$ cat config.mk
export PLATFORM = sky130hd
export DESIGN_NAME = shared_reg_arbiter
export DESIGN_NICKNAME = d
export VERILOG_FILES = /design/src/rtl/shared_reg_arbiter.sv
export SDC_FILE = /design/constraint.sdc
export NUM_CORES = 1
export LEC_CHECK = 0
export ABC_AREA = 1
export BUFFER_PORTS_ARGS = -buffer_cell sky130_fd_sc_hd__buf_2
export CORE_MARGIN = 1
export CORE_UTILIZATION = 48
export CTS_CLUSTER_SIZE = 16
export DETAILED_ROUTE_END_ITERATION = 10
export GPL_ROUTABILITY_DRIVEN = 0
export PLACE_DENSITY = 0.79
export SKIP_LAST_GASP = 1
export SYNTH_ARGS = -nofsm -noshare
export SYNTH_HDL_FRONTEND = slang
export SYNTH_SLANG_ARGS = --single-unit
$ cat constraint.sdc
create_clock -name clock_i -period 2.1 [get_ports clock_i]
set_clock_uncertainty 0.15 [all_clocks]
set_input_delay 0.105 -clock clock_i [delete_from_list [all_inputs] [get_ports clock_i]]
set_output_delay 0.105 -clock clock_i [all_outputs]
set_load 0.01 [all_outputs]
$ cat src/rtl/shared_reg_arbiter.sv
// Round-robin arbiter and load sequencer for a shared WIDTH-bit register.
// Grants one requester at a time, captures its data into the register,
// pulses a one-cycle acknowledge, then waits HOLD idle cycles before the
// next grant can be issued.
module shared_reg_arbiter #(
  parameter int N_REQ = 4,
  parameter int WIDTH = 8,
  parameter int HOLD  = 2
) (
  input  logic                   clock_i,
  input  logic                   resetb_i,
  input  logic                   enable_i,
  input  logic [N_REQ-1:0]       req_i,
  input  logic [N_REQ*WIDTH-1:0] data_i,
  output logic [N_REQ-1:0]       grant_o,
  output logic [N_REQ-1:0]       ack_o,
  output logic [WIDTH-1:0]       q_o,
  output logic                   busy_o
);

  localparam int PTR_W = (N_REQ > 1) ? $clog2(N_REQ) : 1;
  localparam int CNT_W = (HOLD > 0) ? $clog2(HOLD + 1) : 1;
  localparam logic [CNT_W-1:0] HOLD_CNT = CNT_W'(HOLD);
  localparam logic [CNT_W-1:0] CNT_ONE  = CNT_W'(1);

  typedef enum logic [1:0] {
    S_IDLE = 2'd0,
    S_LOAD = 2'd1,
    S_HOLD = 2'd2
  } state_t;

  state_t           state_q, state_d;
  logic [PTR_W-1:0] ptr_q, ptr_d;
  logic [N_REQ-1:0] grant_q, grant_d;
  logic [N_REQ-1:0] ack_q, ack_d;
  logic [WIDTH-1:0] q_q, q_d;
  logic             busy_q, busy_d;
  logic [CNT_W-1:0] cnt_q, cnt_d;

  // Requests rotated so that position 0 is the requester at ptr; the first
  // set position is the round-robin winner.
  logic [PTR_W-1:0] cand_idx [N_REQ];
  logic [N_REQ-1:0] cand_req;
  logic [WIDTH-1:0] masked_data [N_REQ];

  genvar gi;
  generate
    for (gi = 0; gi < N_REQ; gi++) begin : g_slot
      assign cand_idx[gi]    = PTR_W'((int'(ptr_q) + gi) % N_REQ);
      assign cand_req[gi]    = req_i[cand_idx[gi]];
      // Only the granted requester's slice survives the mask.
      assign masked_data[gi] = data_i[gi*WIDTH +: WIDTH] & {WIDTH{grant_q[gi]}};
    end
  endgenerate

  logic             win_found;
  logic [PTR_W-1:0] win_idx;
  logic [N_REQ-1:0] win_oh;
  logic [WIDTH-1:0] sel_data;

  // Pick the lowest rotated position with a request (reverse scan keeps the lowest).
  always_comb begin
    win_found = 1'b0;
    win_idx   = '0;
    for (int i = N_REQ - 1; i >= 0; i--) begin
      if (cand_req[i]) begin
        win_found = 1'b1;
        win_idx   = cand_idx[i];
      end
    end
    win_oh = N_REQ'(1) << win_idx;
  end

  // OR together the masked slices to select the granted requester's data.
  always_comb begin
    sel_data = '0;
    for (int i = 0; i < N_REQ; i++) begin
      sel_data = sel_data | masked_data[i];
    end
  end

  // Next-state and output logic for the IDLE/LOAD/HOLD sequencer.
  always_comb begin
    state_d = state_q;
    ptr_d   = ptr_q;
    grant_d = '0;
    ack_d   = '0;
    q_d     = q_q;
    cnt_d   = cnt_q;
    unique case (state_q)
      S_IDLE: begin
        if (enable_i && win_found) begin
          grant_d = win_oh;
          ptr_d   = PTR_W'((int'(win_idx) + 1) % N_REQ);
          state_d = S_LOAD;
        end
      end
      S_LOAD: begin
        // The load completes regardless of req_i or enable_i.
        q_d     = sel_data;
        ack_d   = grant_q;
        cnt_d   = HOLD_CNT;
        state_d = (HOLD > 0) ? S_HOLD : S_IDLE;
      end
      S_HOLD: begin
        cnt_d = cnt_q - CNT_ONE;
        if (cnt_q == CNT_ONE) begin
          state_d = S_IDLE;
        end
      end
      default: begin
        state_d = S_IDLE;
      end
    endcase
    busy_d = (state_d != S_IDLE);
  end

  // State and output registers; reset aborts any transaction in flight.
  always_ff @(posedge clock_i or negedge resetb_i) begin
    if (!resetb_i) begin
      state_q <= S_IDLE;
      ptr_q   <= '0;
      grant_q <= '0;
      ack_q   <= '0;
      q_q     <= '0;
      busy_q  <= 1'b0;
      cnt_q   <= '0;
    end else begin
      state_q <= state_d;
      ptr_q   <= ptr_d;
      grant_q <= grant_d;
      ack_q   <= ack_d;
      q_q     <= q_d;
      busy_q  <= busy_d;
      cnt_q   <= cnt_d;
    end
  end

  assign grant_o = grant_q;
  assign ack_o   = ack_q;
  assign q_o     = q_q;
  assign busy_o  = busy_q;

endmodule

==> summary.log, run 1 <==
qor: status.result_of_the_run completed
qor: global_routing.grt_use_total 29.5%
qor: sta.final-hold-violation-count 0
qor: place.portbufs 55
qor: synthesis.synth.lib_cells_used.distinct 19
qor: critical_path.crit_path_max_fanout 4
qor: cts.cts_buffer_count 3
qor: cts.cts.reportedPaths.clkPinSlew 0.12 ns
qor: job.drv.max_cap_violation_count 0
qor: routing.route.vias.total 1,550
qor: critical_path.worstReg2RegStart ptr_q[0]$_DFFE_PN0P_
qor: power_and_ir_drop.total_power_of_the_final_layout 2.58 mW
qor: final_layout.finish.instance_area 2100 µm²
qor: sta.max_transition_viols_final 0
qor: floorplan.die-area 3140 µm²
qor: synthesis.yosysWarningCount 0
qor: floorplan.die_height 56.0 µm
qor: place.dpl.hpwl 2.32 mm
qor: synthesis.synth-seq-cells 23
qor: routing.detail_route.wl_per_cell 13.8 µm
qor: synthesis.netlist_top_cells_count nand2_1 (64), dfrtp_1 (23), inv_1 (22), nor2_1 (15), nand2_2 (12)
qor: floorplan.placement_rows 19
qor: cts.numClockSinks 23
qor: final_layout.layoutNonFillerInstCount 307
qor: critical_path.reg2regPathDepth 14
qor: synthesis.postSynthNetCount 232
qor: global_routing.grt_max_degree 24
qor: cts.clock_path_buffers 2
qor: routing.final_antenna_net_count 0
qor: cts.cts_tree built
qor: sta.finalSetupViolCount 0
qor: routing.detail_route.vias_per_cell 5.05
qor: synthesis.synth.cell_area 1400 µm²
qor: synthesis.syn-mean-instance-area 7.62 µm²
qor: sta.fin_ws 0.147 ns
qor: global_routing.overflow 0
qor: routing.detail_route.iter0.violations 80
qor: critical_path.r2r_setup_slack 0.15 ns
qor: critical_path.start_kind register
qor: sta.finalCritPeriodShare 93.0%
qor: critical_path.endpoint_kind register
qor: place.placedCellCount 266
qor: critical_path.worstReg2RegEnd ptr_q[1]$_DFFE_PN0P_
qor: synthesis.async_s_r_ff_share_synth 100%
qor: routing.drt_drc_violations_left 0
qor: final_layout.fraction_of_layout_instances_using_a_drive_strength_above_1 30.2%
qor: cts.cts-root-buf clkbuf_4
qor: final_layout.area_growth 49.7%
qor: synthesis.synth-edff-count 0
qor: synthesis.synth_largest_area_cell dfrtp_1
qor: final_layout.nFillCells 183
qor: hold_path.min-delay-path-class input port to asynchronous set/reset pin
qor: synthesis.synth_top_cell_area_share 41.1%
qor: synthesis.postSynth.topFlopCell dfrtp_1
qor: global_routing.grt_pass1_vias 1,515
qor: floorplan.floorplan.initialDensity 50.8%
qor: cts.insertion_delay 0.31 ns
qor: power_and_ir_drop.power.static_leakage 1.15 nW
qor: power_and_ir_drop.cellPowerDensity 1230 nW/µm²
qor: synthesis.synth.most_common_cell nand2_1
qor: power_and_ir_drop.ir_worst_vdd 965 µV
qor: critical_path.timing.setup.critical_path_class register to register
qor: sta.worst-slew-pin-transition 0.509 ns
qor: synthesis.synth_sequential_area_ratio 41.1%
qor: routing.wirelength 4.25 mm
qor: cts.htree_levels 1
qor: critical_path.required 2.16 ns
qor: sta.timing.final.crit_period 1.95 ns
qor: global_routing.grt_first_pass_wirelength 6.94 mm
qor: place.dp_worst_setup_slack 0.0696 ns
qor: synthesis.synth.top_cells.by_area dfrtp_1 (41%), nand2_1 (17%), ha_1 (8.0%)
qor: critical_path.data_arrival_time_at_the_worst_slack_endpoint 2.02 ns
qor: floorplan.placeableCoreArea 2760 µm²
qor: floorplan.design.portCount 56
qor: floorplan.die-width 56.0 µm
qor: synthesis.netlist_instances 184
qor: final_layout.layout.nets 324
qor: sta.worst_slew_margin_rel 66.1%
qor: global_routing.antenna_found_initial 1
qor: sta.clock.fmax 512 MHz
qor: routing.firstDrtPassIters 4
qor: place.dpl-instance-area 1700 µm²
final cells by class:
class	count	area, µm²	area share [%]
Sequential cell	23	577	27.5
Timing Repair Buffer	93	656	31.2
Inverter	26	105	5.01
Multi-Input combinational cell	129	693	33.0
Antenna cell	1	2.50	0.119
Clock buffer	4	26.3	1.25
Tap cell	31	38.8	1.85
cell usage in the layout, fill, tap and decap left out, drive strengths merged, types with 2 or more instances in the layout:
| cell type | count |
|---|---|
| nand2 | 78 |
| buf | 58 |
| dlygate4sd3 | 34 |
| inv | 25 |
| dfrtp | 23 |
| nor2 | 16 |
| a21oi | 11 |
| ha | 9 |
| a41oi | 8 |
| o21ai | 5 |
| clkbuf | 5 |
| nand3 | 2 |
worst max-delay path, cell delays in order (launching register included):
cell	delay, ns
dfrtp_2	0.44
clkbuf_2	0.14
nand2_1	0.07
nand2_2	0.06
nand2_2	0.08
nand2_4	0.06
a21oi_1	0.10
o21ai_0	0.09
nand2_1	0.06
nand2_1	0.05
nand2_2	0.07
inv_1	0.07
ha_1	0.28
nand2_1	0.06
o21ai_1	0.05
logic make-up (layout without fill, tap and decap cells):
logic type,after synthesis,after routing,synth area share [%]
DFF,23,23,41.1
adders and majority gates,9,9,8.04
other,0,1,0
buffers and inverters,32,123,9.64
AOI/OAI and AO/OA,24,24,10.7
and+or+nand+nor,96,96,30.5
how the worst max path moves through the flow:
| stage | depth (start not counted) | to | from | slack [ns] |
|---|---|---|---|---|
| 3_5_place_dp | 14 | ptr_q[1]$_DFFE_PN0P_ | ptr_q[0]$_DFFE_PN0P_ | 0.07 |
| 6_report | 14 | ptr_q[1]$_DFFE_PN0P_ | ptr_q[0]$_DFFE_PN0P_ | 0.15 |
| 2_1_floorplan | 14 | ptr_q[1]$_DFFE_PN0P_ | ptr_q[0]$_DFFE_PN0P_ | 0.29 |
| 5_1_grt | 14 | ptr_q[1]$_DFFE_PN0P_ | ptr_q[0]$_DFFE_PN0P_ | -0.009 |
| 3_3_place_gp | 14 | ptr_q[1]$_DFFE_PN0P_ | ptr_q[0]$_DFFE_PN0P_ | 0.14 |
| 4_1_cts | 14 | ptr_q[1]$_DFFE_PN0P_ | ptr_q[0]$_DFFE_PN0P_ | 0.05 |
state kept, by name, indices dropped and copies added, names as in the netlist:
name,flops
ack_o,4
busy_o,1
cnt_q,2
grant_o,4
ptr_q,2
q_o,8
state_q,2
stage by stage:
stage | setup TNS, ns | util (%) | hold slack, ns
2_1_floorplan | 0 | - | -0.341
3_5_place_dp | 0 | 61.7 | -0.0423
6_report | 0 | 76.1 | 0.136
5_1_grt | -0.00857 | 76.1 | 0.149
3_3_place_gp | 0 | 61.7 | -0.0436
4_1_cts | 0 | 75.0 | 0.138
repair_timing:
action | CTS | global route
endpoints found under the hold margin | 35 | 0
resized for setup | 0 | 2
hold buffers | 34 | 0
buffers inserted | 0 | 2
endpoints found under the setup margin | 0 | 3
report_power, final:
group / internal [mW] / switching [mW] / total (mW) / leakage (nW)
Sequential: 0.620 / 0.171 / 0.791 / 0.289
Clock: 0.0743 / 0.128 / 0.203 / 0.0150
Combinational: 0.651 / 0.935 / 1.59 / 0.848
Total: 1.34 / 1.23 / 2.58 / 1.15
layer usage:
| layer | up-vias | wire length (µm) | global-route usage, % |
|---|---|---|---|
| met3 | 22 | 340 | 6.28 |
| met2 | 93 | 2050 | 49.8 |
| li1 | 752 | - | - |
| met5 | - | 0 | 0 |
| met1 | 683 | 1610 | 32.8 |
| met4 | 0 | 245 | 20.6 |
No activity file was read; power rests on OpenSTA's default activity.
==> run 2: changes to the inputs <==
--- a/config.mk
+++ b/config.mk
@@ -13,6 +13,7 @@
 export DETAILED_ROUTE_END_ITERATION = 10
 export GPL_ROUTABILITY_DRIVEN = 0
 export PLACE_DENSITY = 0.79
+export REMOVE_ABC_BUFFERS = 1
 export SKIP_LAST_GASP = 1
 export SYNTH_ARGS = -nofsm -noshare
 export SYNTH_HDL_FRONTEND = slang
==> summary.log, run 2 (synthesized netlist as in run 1, its figures left out) <==
qor: routing.drt_drc_violations_left 0 [unchanged]
qor: routing.wirelength 4.28 mm [+0.75%]
qor: floorplan.placement_rows 19 [unchanged]
qor: critical_path.timing.setup.critical_path_class register to register
qor: power_and_ir_drop.cellPowerDensity 1240 nW/µm² [+0.83%]
qor: cts.cts_buffer_count 3 [unchanged]
qor: critical_path.endpoint_kind register
qor: critical_path.crit_path_max_fanout 5 [+1]
qor: global_routing.grt.met1_usage 38.7% [+5.9 points]
qor: global_routing.grt_use_total 29.4% [-0.070 points]
qor: critical_path.data_arrival_time_at_the_worst_slack_endpoint 1.99 ns [-0.03 ns]
qor: sta.clock.fmax 516 MHz [+0.70%]
qor: critical_path.required 2.15 ns [about the same]
qor: floorplan.design.portCount 56 [unchanged]
qor: routing.detail_route.iter0.violations 207 [+160%]
qor: floorplan.placeableCoreArea 2760 µm² [unchanged]
qor: final_layout.nFillCells 181 [-1.1%]
qor: sta.finalSetupViolCount 0 [unchanged]
qor: power_and_ir_drop.power.static_leakage 1.15 nW [-0.43%]
qor: floorplan.die_height 56.0 µm [unchanged]
qor: final_layout.layout.nets 324 [unchanged]
qor: cts.htree_levels 1 [unchanged]
qor: routing.detail_route.vias_per_cell 5.06 [+0.20%]
qor: cts.cts_tree built
qor: sta.fin_ws 0.161 ns [+0.0136 ns]
qor: global_routing.overflow 0 [unchanged]
qor: cts.clock_path_buffers 2 [unchanged]
qor: routing.firstDrtPassIters 5 [+1]
qor: cts.numClockSinks 23 [unchanged]
qor: global_routing.antenna_found_initial 0 [-1]
qor: routing.route.vias.total 1,548 [-0.13%]
qor: place.dp_worst_setup_slack 0.0359 ns [-0.0336 ns]
qor: final_layout.most_common_library_cell_in_the_layout_ignoring_fill_and_taps nand2_1
qor: sta.fin_setup_tns 0 ns [unchanged]
qor: floorplan.floorplan.initialDensity 50.8% [unchanged]
qor: routing.detail_route.wl_per_cell 14.0 µm [+1.1%]
qor: final_layout.layoutNonFillerInstCount 306 [-0.33%]
qor: sta.max_transition_viols_final 0 [unchanged]
qor: global_routing.grt_max_degree 24 [unchanged]
qor: global_routing.met3_track_demand_over_resource_in_global_routing 7.67% [+1.4 points]
qor: sta.timing.final.crit_period 1.94 ns [-0.0136 ns]
qor: power_and_ir_drop.ir_worst_vdd 829 µV [-14%]
qor: routing.final_antenna_net_count 0 [unchanged]
qor: sta.finalCritPeriodShare 92.3% [-0.65 points]
qor: hold_path.min-delay-path-class input port to asynchronous set/reset pin
qor: final_layout.finish.instance_area 2090 µm² [-0.36%]
qor: place.dpl.hpwl 2.11 mm [-9.2%]
qor: critical_path.start_kind register
qor: final_layout.largest_register_ffs 8 [unchanged]
qor: sta.worst_slew_margin_rel 67.2% [+1.2 points]
qor: sta.final-hold-violation-count 0 [unchanged]
qor: sta.fin_hold_ws 0.139 ns [+0.00270 ns]
qor: final_layout.insertedDiodeCount 0 [-1]
qor: place.placedCellCount 266 [unchanged]
qor: place.dpl-instance-area 1700 µm² [unchanged]
qor: cts.cts.reportedPaths.clkPinSlew 0.12 ns [about the same]
qor: final_layout.fraction_of_layout_instances_using_a_drive_strength_above_1 31.3% [+1.1 points]
qor: floorplan.die-area 3140 µm² [unchanged]
qor: global_routing.grt.met2_usage 46.4% [-3.4 points]
qor: global_routing.grt_pass1_vias 1,447 [-4.5%]
qor: sta.worst-slew-pin-transition 0.492 ns [-0.0173 ns]
qor: cts.insertion_delay 0.31 ns [about the same]
qor: final_layout.final_core_util 75.8% [-0.27 points]
qor: global_routing.grt_first_pass_wirelength 7.07 mm [+1.9%]
qor: job.drv.max_cap_violation_count 0 [unchanged]
qor: final_layout.area_growth 49.2%
qor: final_layout.top_library_cells_by_usage_in_the_layout_fill_and_taps_aside nand2_1 (62), buf_2 (55), dlygate4sd3_1 (34)
qor: power_and_ir_drop.total_power_of_the_final_layout 2.59 mW [+0.47%]
qor: global_routing.grt-busiest-layer met2
qor: place.portbufs 55 [unchanged]
qor: floorplan.die-width 56.0 µm [unchanged]
qor: cts.cts-root-buf clkbuf_4
qor: status.result_of_the_run completed
==> run 2: cell types whose count changed in the layout (fill, tap and decap cells not counted) <==
| cell | delta |
|---|---|
| a21oi_1 | -1 |
| a21oi_2 | +1 |
| buf_12 | -1 |
| buf_4 | +1 |
| dfrtp_1 | -1 |
| dfrtp_2 | +1 |
| diode_2 | -1 |
| nand2_1 | -1 |
| nand2_2 | +1 |
| o21ai_0 | -1 |
| o21ai_1 | +1 |
==> run 2: layout make-up <==
type	count	area, µm²	share of cell area [%]
Multi-Input combinational cell	129	699	33.5
Inverter	26	105	5.03
Sequential cell	23	578	27.6
Timing Repair Buffer	93	643	30.8
Clock buffer	4	26.3	1.26
Tap cell	31	38.8	1.86
==> run 2: power breakdown <==
| group | internal (mW) | switching, mW | leakage (nW) |
|---|---|---|---|
| Clock | 0.0742 | 0.126 | 0.0150 |
| Combinational | 0.632 | 0.951 | 0.844 |
| Sequential | 0.622 | 0.185 | 0.288 |
| Total | 1.33 | 1.26 | 1.15 |
==> run 2: repair_timing <==
action                                 4_1_cts  5_1_grt
setup endpoints to repair                    0        4
setup buffers                                0        2
endpoints found under the hold margin       35        0
resized for setup                            0        7
hold buffers                                34        0
==> run 2: per-layer routing <==
layer | wire (µm) | vias to the layer above
met3 | 455 | 15
met1 | 1730 | 672
li1 | - | 748
met4 | 133 | 0
met2 | 1960 | 113
met5 | 0 | -
==> run 2: worst max-delay path, cell delays in order (launching register included) <==
cell	delay, ns
dfrtp_2	0.42
buf_4	0.17
nand2_1	0.08
nand2_2	0.06
nand2_2	0.08
nand2_4	0.07
a21oi_2	0.09
o21ai_1	0.07
nand2_1	0.06
nand2_1	0.06
nand2_2	0.07
inv_1	0.06
ha_1	0.29
nand2_1	0.06
o21ai_1	0.05
==> run 2: final timing paths <==
check	from	end	slack, ns	cells after the start
max in group asynchronous	resetb_i	ptr_q[0]$_DFFE_PN0P_	1.30	2
min in group clock_i	req_i[0]	grant_o[2]$_DFF_PN0_	0.25	7
setup reg to reg	ptr_q[0]$_DFFE_PN0P_	ptr_q[1]$_DFFE_PN0P_	0.16	14
hold / removal	resetb_i	ack_o[0]$_DFF_PN0_	0.14	2
setup / recovery	ptr_q[0]$_DFFE_PN0P_	ptr_q[1]$_DFFE_PN0P_	0.16	14
hold reg to reg	cnt_q[0]$_DFFE_PN0P_	cnt_q[0]$_DFFE_PN0P_	0.37	1
==> run 3: changes to the inputs <==
--- a/config.mk
+++ b/config.mk
@@ -7,6 +7,7 @@
 export LEC_CHECK = 0
 export ABC_AREA = 1
 export BUFFER_PORTS_ARGS = -buffer_cell sky130_fd_sc_hd__buf_2
+export CORE_ASPECT_RATIO = 0.75
 export CORE_MARGIN = 1
 export CORE_UTILIZATION = 48
 export CTS_CLUSTER_SIZE = 16
==> summary.log, run 3 (synthesized netlist as in run 1, its figures left out) <==
qor: status.result_of_the_run completed
qor: final_layout.final_core_util 76.0% [+0.16 points]
qor: cts.insertion_delay 0.26 ns [-0.05 ns]
qor: sta.fin_ws 0.0814 ns [-0.0793 ns]
qor: final_layout.insertedDiodeCount 0 [unchanged]
qor: cts.numClockSinks 23 [unchanged]
qor: floorplan.placeableCoreArea 2680 µm² [-2.7%]
qor: sta.worst-slew-pin-transition 0.491 ns [-0.000637 ns]
qor: critical_path.required 2.09 ns [-0.06 ns]
qor: global_routing.grt_first_pass_wirelength 5.97 mm [-16%]
qor: critical_path.timing.setup.critical_path_class register to register
qor: critical_path.r2r_setup_slack 0.08 ns [-0.08 ns]
qor: floorplan.floorplan.initialDensity 52.2% [+1.4 points]
qor: place.dpl-instance-area 1710 µm² [+0.37%]
qor: routing.detail_route.vias_per_cell 4.98 [-1.5%]
qor: sta.worst_slew_margin_rel 67.3% [about the same]
qor: sta.finalCritPeriodShare 96.1% [+3.8 points]
qor: cts.cts_tree built
qor: global_routing.grt_pass1_vias 1,339 [-7.5%]
qor: power_and_ir_drop.ir_worst_vdd 879 µV [+6.0%]
qor: floorplan.die_height 48.8 µm [-13%]
qor: place.dp_worst_setup_slack 0.0570 ns [+0.0211 ns]
qor: critical_path.crit_path_max_fanout 8 [+3]
qor: final_layout.finish.instance_area 2040 µm² [-2.5%]
qor: routing.firstDrtPassIters 5 [unchanged]
qor: sta.clock.fmax 495 MHz [-3.9%]
qor: global_routing.overflow 0 [unchanged]
qor: critical_path.start_kind register
qor: sta.max_transition_viols_final 0 [unchanged]
qor: cts.clock_path_buffers 2 [unchanged]
qor: hold_path.min-delay-path-class input port to register
qor: critical_path.data_arrival_time_at_the_worst_slack_endpoint 2.01 ns [+0.02 ns]
qor: floorplan.die-area 3140 µm² [about the same]
qor: floorplan.design.portCount 56 [unchanged]
qor: power_and_ir_drop.power.share.combinational 61.4% [+0.3 points]
qor: power_and_ir_drop.cellPowerDensity 1390 nW/µm² [+12%]
qor: place.portbufs 55 [unchanged]
qor: final_layout.area_growth 45.4%
qor: floorplan.die-width 64.4 µm [+15%]
qor: floorplan.placement_rows 16 [-3]
qor: cts.cts_buffer_count 3 [unchanged]
qor: final_layout.fraction_of_layout_instances_using_a_drive_strength_above_1 38.2% [+6.9 points]
qor: job.drv.max_cap_violation_count 0 [unchanged]
qor: routing.drt_drc_violations_left 0 [unchanged]
qor: cts.cts.reportedPaths.clkPinSlew 0.08 ns [-0.04 ns]
qor: power_and_ir_drop.switchingPower 1.32 mW [+4.3%]
qor: sta.finalSetupViolCount 0 [unchanged]
qor: final_layout.top_library_cells_by_usage_in_the_layout_fill_and_taps_aside nand2_1 (56), buf_2 (55), dfrtp_1 (22)
qor: power_and_ir_drop.sw_frac_of_total 46.5% [-2.2 points]
qor: routing.route.vias.total 1,485 [-4.1%]
qor: cts.htree_levels 1 [unchanged]
qor: critical_path.endpoint_kind register
qor: cts.cts-root-buf clkbuf_8
qor: final_layout.most_common_library_cell_in_the_layout_ignoring_fill_and_taps nand2_1
qor: routing.final_antenna_net_count 0 [unchanged]
qor: place.dpl.hpwl 2.43 mm [+15%]
qor: global_routing.grt_max_degree 24 [unchanged]
qor: final_layout.largest_register_ffs 8 [unchanged]
qor: routing.detail_route.wl_per_cell 13.4 µm [-4.6%]
qor: routing.detail_route.iter0.violations 148 [-29%]
qor: sta.final-hold-violation-count 0 [unchanged]
qor: power_and_ir_drop.clock_power_share 9.3% [+1.6 points]
qor: sta.timing.final.crit_period 2.02 ns [+0.0793 ns]
qor: power_and_ir_drop.seq_pwr_share 29.2% [-2.0 points]
qor: routing.wirelength 3.98 mm [-7.1%]
qor: global_routing.grt_use_total 24.4% [-5.0 points]
qor: final_layout.layout.nets 311 [-4.0%]
qor: global_routing.antenna_found_initial 0 [unchanged]
qor: power_and_ir_drop.power.static_leakage 1.10 nW [-3.7%]
qor: power_and_ir_drop.p_int 1.51 mW [+14%]
run 3: timing repair:
action,4_1_cts,5_1_grt
setup buffers,0,3
gates resized for setup,0,22
setup endpoints to repair,0,10
hold buffers,20,0
endpoints found under the hold margin,31,0
run 3: per-layer routing:
| layer | wire, µm | vias to the layer above | GRT usage [%] | part of all wire, % |
|---|---|---|---|---|
| met5 | 0 | - | 0 | 0 |
| met4 | 103 | 0 | 5.56 | 2.6 |
| met3 | 200 | 10 | 5.61 | 5.0 |
| met2 | 2050 | 60 | 42.3 | 52 |
| met1 | 1620 | 689 | 30.9 | 41 |
| li1 | - | 726 | - | - |
run 3: worst max-delay path: stages (launching register included):
cell and delay [ns]:
dfrtp_1 0.44, inv_2 0.11, ha_4 0.15, clkinvlp_4 0.20, a21oi_2 0.17, a41oi_1 0.11
dlygate4sd3_1 0.58
run 3: path summary, 6_finish.rpt:
check	start	endpoint	depth (start not counted)
setup / recovery	state_q[1]$_DFF_PN0_	q_o[3]$_DFFE_PN0N_	6
hold / removal	enable_i	grant_o[2]$_DFF_PN0_	3
setup reg to reg	state_q[1]$_DFF_PN0_	q_o[3]$_DFFE_PN0N_	6
hold reg to reg	cnt_q[1]$_DFFE_PN0P_	cnt_q[1]$_DFFE_PN0P_	2
max in group asynchronous	resetb_i	ptr_q[0]$_DFFE_PN0P_	2
min in group asynchronous	resetb_i	ack_o[0]$_DFF_PN0_	2
run 3: layout make-up:
type	instances	area, µm²
timing repair buffer	80	517
sequential	23	577
clock buffer	4	45.0
tap	36	45.0
multi-input combinational	129	746
inverter	26	109
fill	177	644
run 3: power groups by stage:
stage	Clock [mW]	Sequential, mW	Combinational [mW]
final	0.264	0.828	1.74
after global routing	0.288	0.854	1.94
after CTS	0.274	0.806	1.55
after global placement	0	0.808	1.39
after floorplan	0	0.840	0.947
after detailed placement	0	0.813	1.41
run 3: through the flow:
step / instances / power [mW] / setup TNS, ns / hold WS [ns]
5_1_grt: 298 / 3.08 / -0.0214 / 0.0136
6_report: 298 / 2.83 / 0 / 0.00827
3_3_place_gp: 271 / 2.20 / 0 / -0.0525
4_1_cts: 295 / 2.63 / 0 / 0.00359
2_1_floorplan: 178 / 1.79 / 0 / -0.341
3_5_place_dp: 271 / 2.23 / 0 / -0.0461
